## config.mk

```make
export PLATFORM = sky130hd
export DESIGN_NAME = seg7_scan_driver
export DESIGN_NICKNAME = d
export VERILOG_FILES = /design/src/rtl/seg7_scan_driver.sv
export SDC_FILE = /design/constraint.sdc
export NUM_CORES = 1
export LEC_CHECK = 0
export CELL_PAD_IN_SITES_DETAIL_PLACEMENT = 0
export CELL_PAD_IN_SITES_GLOBAL_PLACEMENT = 1
export CORE_MARGIN = 2
export CORE_UTILIZATION = 42
export CTS_CLUSTER_SIZE = 12
export DETAILED_ROUTE_END_ITERATION = 7
export PLACE_DENSITY = 0.83
export SLEW_MARGIN = 20
export SYNTH_ARGS = -nofsm -noshare
export SYNTH_HDL_FRONTEND = slang
export SYNTH_SLANG_ARGS = --single-unit
```

## constraint.sdc

```tcl
create_clock -name clk_2 -period 2.81 [get_ports clk_2]
set_input_delay 0.281 -clock clk_2 [delete_from_list [all_inputs] [get_ports clk_2]]
set_output_delay 0.281 -clock clk_2 [all_outputs]
set_load 0.05 [all_outputs]
```

## src/rtl/seg7_scan_driver.sv

```systemverilog
// Time-multiplexed N-digit 7-segment driver with frame-boundary (tear-free) updates.
// Optional blinking is compiled in with `define SEG7_BLINK_EN (adds blink_mask and BLINK_DIV).
module seg7_scan_driver #(
  parameter int NDIGITS  = 4,
  parameter int SCAN_DIV = 4
`ifdef SEG7_BLINK_EN
  ,
  parameter int BLINK_DIV = 8
`endif
) (
  input  logic                   clk_2,
  input  logic                   reset,
  input  logic                   load,
  input  logic [6*NDIGITS-1:0]   char_code,
  input  logic [NDIGITS-1:0]     dp_in,
`ifdef SEG7_BLINK_EN
  input  logic [NDIGITS-1:0]     blink_mask,
`endif
  output logic [7:0]             SEG,
  output logic [NDIGITS-1:0]     DIG,
  output logic                   frame_start
);

  localparam int IW = (NDIGITS > 1) ? $clog2(NDIGITS) : 1;
  localparam int CW = (SCAN_DIV > 1) ? $clog2(SCAN_DIV) : 1;

  typedef enum logic [1:0] {BLANK, ON, GAP} state_t;

  state_t                 state;
  logic [IW-1:0]          idx;
  logic [CW-1:0]          cnt;
  logic [6*NDIGITS-1:0]   disp_code;
  logic [6*NDIGITS-1:0]   pend_code;
  logic [NDIGITS-1:0]     disp_dp;
  logic [NDIGITS-1:0]     pend_dp;
  logic                   pend_valid;
  logic                   wrap;
  logic                   dark;
  logic [5:0]             cur_code;
  logic                   cur_dp;

  function automatic logic [6:0] decode(input logic [5:0] code);
    case (code)
      6'd0:  decode = 7'h3F;  6'd1:  decode = 7'h06;  6'd2:  decode = 7'h5B;  6'd3:  decode = 7'h4F;
      6'd4:  decode = 7'h66;  6'd5:  decode = 7'h6D;  6'd6:  decode = 7'h7D;  6'd7:  decode = 7'h07;
      6'd8:  decode = 7'h7F;  6'd9:  decode = 7'h6F;  6'd10: decode = 7'h77;  6'd11: decode = 7'h7C;
      6'd12: decode = 7'h39;  6'd13: decode = 7'h5E;  6'd14: decode = 7'h79;  6'd15: decode = 7'h71;
      // Letters: A b C c d E F g H h I i J L n O o P q r S t U u y degree
      6'd16: decode = 7'h77;  6'd17: decode = 7'h7C;  6'd18: decode = 7'h39;  6'd19: decode = 7'h58;
      6'd20: decode = 7'h5E;  6'd21: decode = 7'h79;  6'd22: decode = 7'h71;  6'd23: decode = 7'h6F;
      6'd24: decode = 7'h76;  6'd25: decode = 7'h74;  6'd26: decode = 7'h06;  6'd27: decode = 7'h04;
      6'd28: decode = 7'h1E;  6'd29: decode = 7'h38;  6'd30: decode = 7'h54;  6'd31: decode = 7'h3F;
      6'd32: decode = 7'h5C;  6'd33: decode = 7'h73;  6'd34: decode = 7'h67;  6'd35: decode = 7'h50;
      6'd36: decode = 7'h6D;  6'd37: decode = 7'h78;  6'd38: decode = 7'h3E;  6'd39: decode = 7'h1C;
      6'd40: decode = 7'h6E;  6'd41: decode = 7'h63;
      default: decode = 7'h40;
    endcase
  endfunction

  assign wrap     = (state == GAP) && (idx == IW'(NDIGITS - 1));
  assign cur_code = disp_code[6*idx +: 6];
  assign cur_dp   = disp_dp[idx];

`ifdef SEG7_BLINK_EN
  localparam int BW = (BLINK_DIV > 1) ? $clog2(BLINK_DIV) : 1;
  logic [BW-1:0] blink_cnt;
  logic          blink_off;
  assign dark = blink_off & blink_mask[idx];
`else
  assign dark = 1'b0;
`endif

  always_ff @(posedge clk_2) begin
    if (reset) begin
      state       <= BLANK;
      idx         <= '0;
      cnt         <= '0;
      SEG         <= '0;
      DIG         <= '0;
      frame_start <= 1'b0;
      disp_code   <= '0;
      pend_code   <= '0;
      disp_dp     <= '0;
      pend_dp     <= '0;
      pend_valid  <= 1'b0;
`ifdef SEG7_BLINK_EN
      blink_cnt   <= '0;
      blink_off   <= 1'b0;
`endif
    end else begin
      // Pins follow the state one cycle later; BLANK and GAP drive everything dark.
      SEG         <= '0;
      DIG         <= '0;
      frame_start <= 1'b0;
      if (state == ON) begin
        DIG         <= NDIGITS'(1) << idx;
        SEG         <= dark ? 8'h00 : {cur_dp, decode(cur_code)};
        frame_start <= (idx == '0) && (cnt == '0);
      end

      case (state)
        BLANK: begin
          state <= ON;
          idx   <= '0;
          cnt   <= '0;
        end
        ON: begin
          if (cnt == CW'(SCAN_DIV - 1)) begin
            state <= GAP;
            cnt   <= '0;
          end else begin
            cnt <= cnt + 1'b1;
          end
        end
        GAP: begin
          state <= ON;
          idx   <= wrap ? '0 : idx + 1'b1;
        end
        default: state <= BLANK;
      endcase

      if (load) begin
        pend_code  <= char_code;
        pend_dp    <= dp_in;
        pend_valid <= 1'b1;
      end

      // Frame boundary: a load arriving in this very cycle skips the pending stage.
      if (wrap) begin
        if (load) begin
          disp_code <= char_code;
          disp_dp   <= dp_in;
        end else if (pend_valid) begin
          disp_code <= pend_code;
          disp_dp   <= pend_dp;
        end
        pend_valid <= 1'b0;
`ifdef SEG7_BLINK_EN
        if (blink_cnt == BW'(BLINK_DIV - 1)) begin
          blink_cnt <= '0;
          blink_off <= ~blink_off;
        end else begin
          blink_cnt <= blink_cnt + 1'b1;
        end
`endif
      end
    end
  end

endmodule

```

### After elaboration in Yosys (flattened, before gate mapping)

Memory sizes are Yosys's and may differ from the RTL's. A register that Yosys moved wholly into a read port is not among the register bits.
Index checks and enable logic that the tools add are counted.

* register bits after elaboration: 76
* bits in read-only memories: 448
* input port bits: 31
* output and inout port bits: 13
* word-level logic and storage cells: 48
* memories kept: 1

Memory list
* (no name shown): words 64, width 7, rd ports 1, clocked after Yosys merged registers in 1, wr ports 0, line 43 `case (code)`

* $add $sub $neg: 2
* multiply operators: 1
* order comparisons: 1
* equal/unequal tests: 5
* shift-type cells: 2
* multiplexer cells: 12
* bitwise logic cells: 1
* reduce and logical (&&, ||, !) cells: 12

Operators with widths (number)
* 24-bit 2-to-1 mux: 2
* 24-bit by 6-bit indexed part select with 6-bit output: 1
* 2-bit case mux with 2 select lines: 3
* 4-bit 2-to-1 mux: 2
* 2-bit == test, second input constant: 3
* 2-bit zero test: 3
* 2-bit 2-to-1 mux: 3
* 2-bit nonzero test: 3
* 2-bit OR reduction: 3
* 2-bit by 1-bit adder with 2-bit output, second input constant: 2
* 2-bit by 2-bit multiplier with 4-bit output, first input constant: 1
* 1-bit by 2-bit << shifter with 4-bit output, first input constant: 1
* 2-bit by 3-bit less-than comparator with 1-bit output, second input constant: 1
* 1-bit binary-select mux with 2-bit select: 1
* 2-bit by 1-bit == test with 1-bit output, second input constant: 1
* 1-bit logical AND: 2
* 2-bit by 1-bit inequality test with 1-bit output, second input constant: 1
* 2-bit AND reduction: 1
* 1-bit 2-to-1 mux: 1
* 1-bit NOT: 1

### Longest topological paths before layout

* depth after elaboration: 4
* gate-level depth with buffers: 9
* depth with buffers taken out: 7

### Worst setup path before layout

OpenSTA, ideal clock, no wires.

* path type: register to register
* start: register idx[0]
* end: register SEG[1]
* setup time: 0.117 ns
* arrival: 2.207 ns
* data required time: 2.693 ns
* path slack: 0.485 ns
* cell stages (with the launch flop): 10
* buffers on the path: 2
* period minus slack after synthesis: 2.325 ns
* cells stage by stage: dfxtp_1 buf_6 mux4_2 buf_6 inv_1 ha_1 mux2i_1 o221a_1 nor2_1 a32o_1

* cells in the longest elaborated chain, start to end: 2

RTL lines
* from (decl): line 30 `logic [IW-1:0] idx;`
* from (signal assigned): line 117 `idx <= wrap ? '0 : idx + 1'b1;`
* 2-bit by 2-bit multiplier with 4-bit output: line 61 `assign cur_code = disp_code[6*idx +: 6];`
* 24-bit by 6-bit indexed part select with 6-bit output: line 61
* to (decl): line 19 `output logic [7:0] SEG,`

No other way between the ends.
A chain may end at the register's enable or synchronous reset.

### Final worst setup path

Ends and elaborated chain as after synthesis.

==> metrics.txt <==
status=finished clean; worst r2r path cells=7; Synth top area share=45.0%; global-route wire length before repair=11300 um; Worst Setup SP=idx[0]$_SDFFE_PP0P_; dominant cell by count in the synthesized netlist=dfxtp_1; FF+latch count, synth=between 70 and 80; crit path kind=flip-flop to flip-flop; Slew headroom=about three fifths; largest net degree at the start of global routing=64; vias in the first global route=2388; top-level I/O count=44; reg2reg start=idx[0]$_SDFFE_PP0P_; drc violations=0; Post-Syn Area per Cell=9.80 um2; setup slack, reg-to-reg=0.32 ns; met3 Track Usage GR=3.93%; Synth Flop Type=dfxtp_1; die width=~94 um; PostCTS Resize Cnt=0; Setup WS post-layout=0.320 ns; CP max stage delay=0.69 ns; Pwr Density=508 nW/um2; worst vdd ir=roughly 260 uV; drt first pass iters=4; Final #Nets=422; Fin Setup TNS=0 ns; skew final=0.00876 ns; Sink Count=76; Layout area overhead=18.9%; Post-Syn Area=3380 um2; Fill cells=between 700 and 800; DIE AREA=8790 um2; Worst Hold Launch=load; grt total ovfl=0; routability cong.=0.844; Vias/cell=5.30; Final setup viols=0; Global Route met2 Usage=25.1%; grt met1 use=22.5%; Setup Buffers After CTS=0; setup repair after global routing missed its margin=false; Slew @ Worst Pin=just over 0.6 ns; CP Capture Point=SEG[1]$_SDFF_PP0_; cell area after layout=4020 um2; Fmax=402 MHz; initial core utilization=43.5%; P_leak=~0.0015 uW; pre-CTS WS=0.349 ns; Syn Inst Count=345; Cell Rows=32; post-layout util=between 50 and 60%; hold_buf cts=0; EDFF count, synth=0; port bufs=43; GRT busiest layer=met2; Max clock buf depth=2; Die Y=~94 um; Core ar.=just under 8000 um2; Slew Limit Fails=0; startpoint types=flip-flop; Tmin final=2.49 ns; Req. time, crit path=approximately 3 ns; Max FO, Critical Path=12; Final Hold Fails=0; crit-path cells=mux4_2, inv_1, ha_1, mux2i_1, o221a_1, nor2_1, a32o_1; H-tree levels=3; worst skew pair latency=around 0.34 ns; Final HPWL DP=4790 um; Clock Root Buffer=clkbuf_8; Iteration-0 DRC Markers=140; Cell variety after synth=50; R2R Path End=SEG[1]$_SDFF_PP0_; CTS tree=yes; initial antenna violation count=0; largest cells by area after synthesis=dfxtp_1 (45%), mux2i_1 (10%), nor2_1 (7.8%); post-synth top area cell=dfxtp_1; Post-DP Area=3840 um2; GRT Resource Usage Total=16.5%; Post-Synthesis Net Count=approximately 390; Hold WC Path Type=input pin to flip-flop; Yosys warning count=0; antenna cells=0; sequential area share after synthesis=45.0%; async set-reset flop share out of synthesis=0%; max-cap violation count=0; clk slew on worst S/H paths=0.07 ns; routed wire length=6850 um; Vias=around 2600; Tcrit/Tclk final=88.6%; worst hold margin=about 0.35 ns; Crit. End Element=flip-flop; cts bufs inserted=9; WL per Instance=14.1 um; layout cell share with drive strength beyond 1=10.7%; ANT nets after route=0; slowest CP cell=mux4_2; Crit path arrival time=2.72 ns; Synth top cells by count=dfxtp_1 (76), nor2_1 (70), mux2i_1 (34), a211oi_1 (30), inv_1 (13)
-- worst min-delay path by stage --
stage,end,slack [ns],cells past startpoint
2_1_floorplan,pend_code[0]$_SDFFE_PP0P_,0.45,2
3_3_place_gp,pend_code[12]$_SDFFE_PP0P_,0.47,2
3_5_place_dp,pend_code[12]$_SDFFE_PP0P_,0.48,2
4_1_cts,pend_valid$_SDFFE_PP0P_,0.34,3
5_1_grt,pend_valid$_SDFFE_PP0P_,0.34,3
6_report,pend_valid$_SDFFE_PP0P_,0.35,3
-- cell usage in the layout, fill, tap and decap left out, drive strengths merged, types with 7 or more instances in the layout --
cell type / netlist / final
a211oi: 31 / 31
dfxtp: 76 / 76
clkbuf: 6 / 12
clkdlybuf4s50: 0 / 41
nand3: 7 / 7
ha: 11 / 11
mux2i: 34 / 34
inv: 13 / 14
buf: 19 / 8
nor2: 71 / 71
nor2b: 8 / 8
a21oi: 8 / 8
mux4: 7 / 7
-- final cells by class --
class	count	area [um2]	area share, %
inverter	13	48.8	1.21
clock buffer	12	155	3.86
timing repair buffer	49	465	11.6
multi-input combinational	231	1680	41.8
tap	102	128	3.17
clock inverter	3	21.3	0.529
sequential	76	1520	37.8
-- through the flow --
step,std cells,total power (uW)
2_1_floorplan,345,1240
3_5_place_dp,471,1320
6_report,486,2040
5_1_grt,486,2140
3_3_place_gp,471,1320
4_1_cts,486,2070
-- cell families after synthesis --
| family | share of synthesized area [%] |
|---|---|
| and+or+nand+nor | 15.6 |
| DFF | 45.0 |
| AOI/OAI and AO/OA | 15.1 |
| muxes | 14.7 |
| buffers and inverters | 5.51 |
| adders and majority gates | 4.07 |
-- worst max-delay path: cells and delay by family (launching register included) --
kind	cells	cell delay, ns
buf+inv	1	0.18
flops	1	0.51
simple gates	1	0.05
fa+ha+maj	1	0.34
mux	2	0.85
compound gates	2	0.45
-- report_power, final --
part,total (uW),switching (uW),internal [uW]
logic,172,90.3,81.9
registers,1120,9.93,1110
clock network,753,386,366
total,2040,487,1560
-- flip-flops by register name, summed over array words and instances, names as in the netlist, 2 cells and up --
register / count
pend_code: 24
idx: 2
disp_code: 24
SEG: 8
cnt: 2
pend_dp: 4
disp_dp: 4
state: 2
DIG: 4
-- routing by layer --
layer  vias to the layer above  wire length (um)
met5                         -                 0
met4                         0                91
met3                         9               349
met2                        72              3120
met1                      1193              3290
li1                       1300                 -
Power figures use the tool's default switching activity.
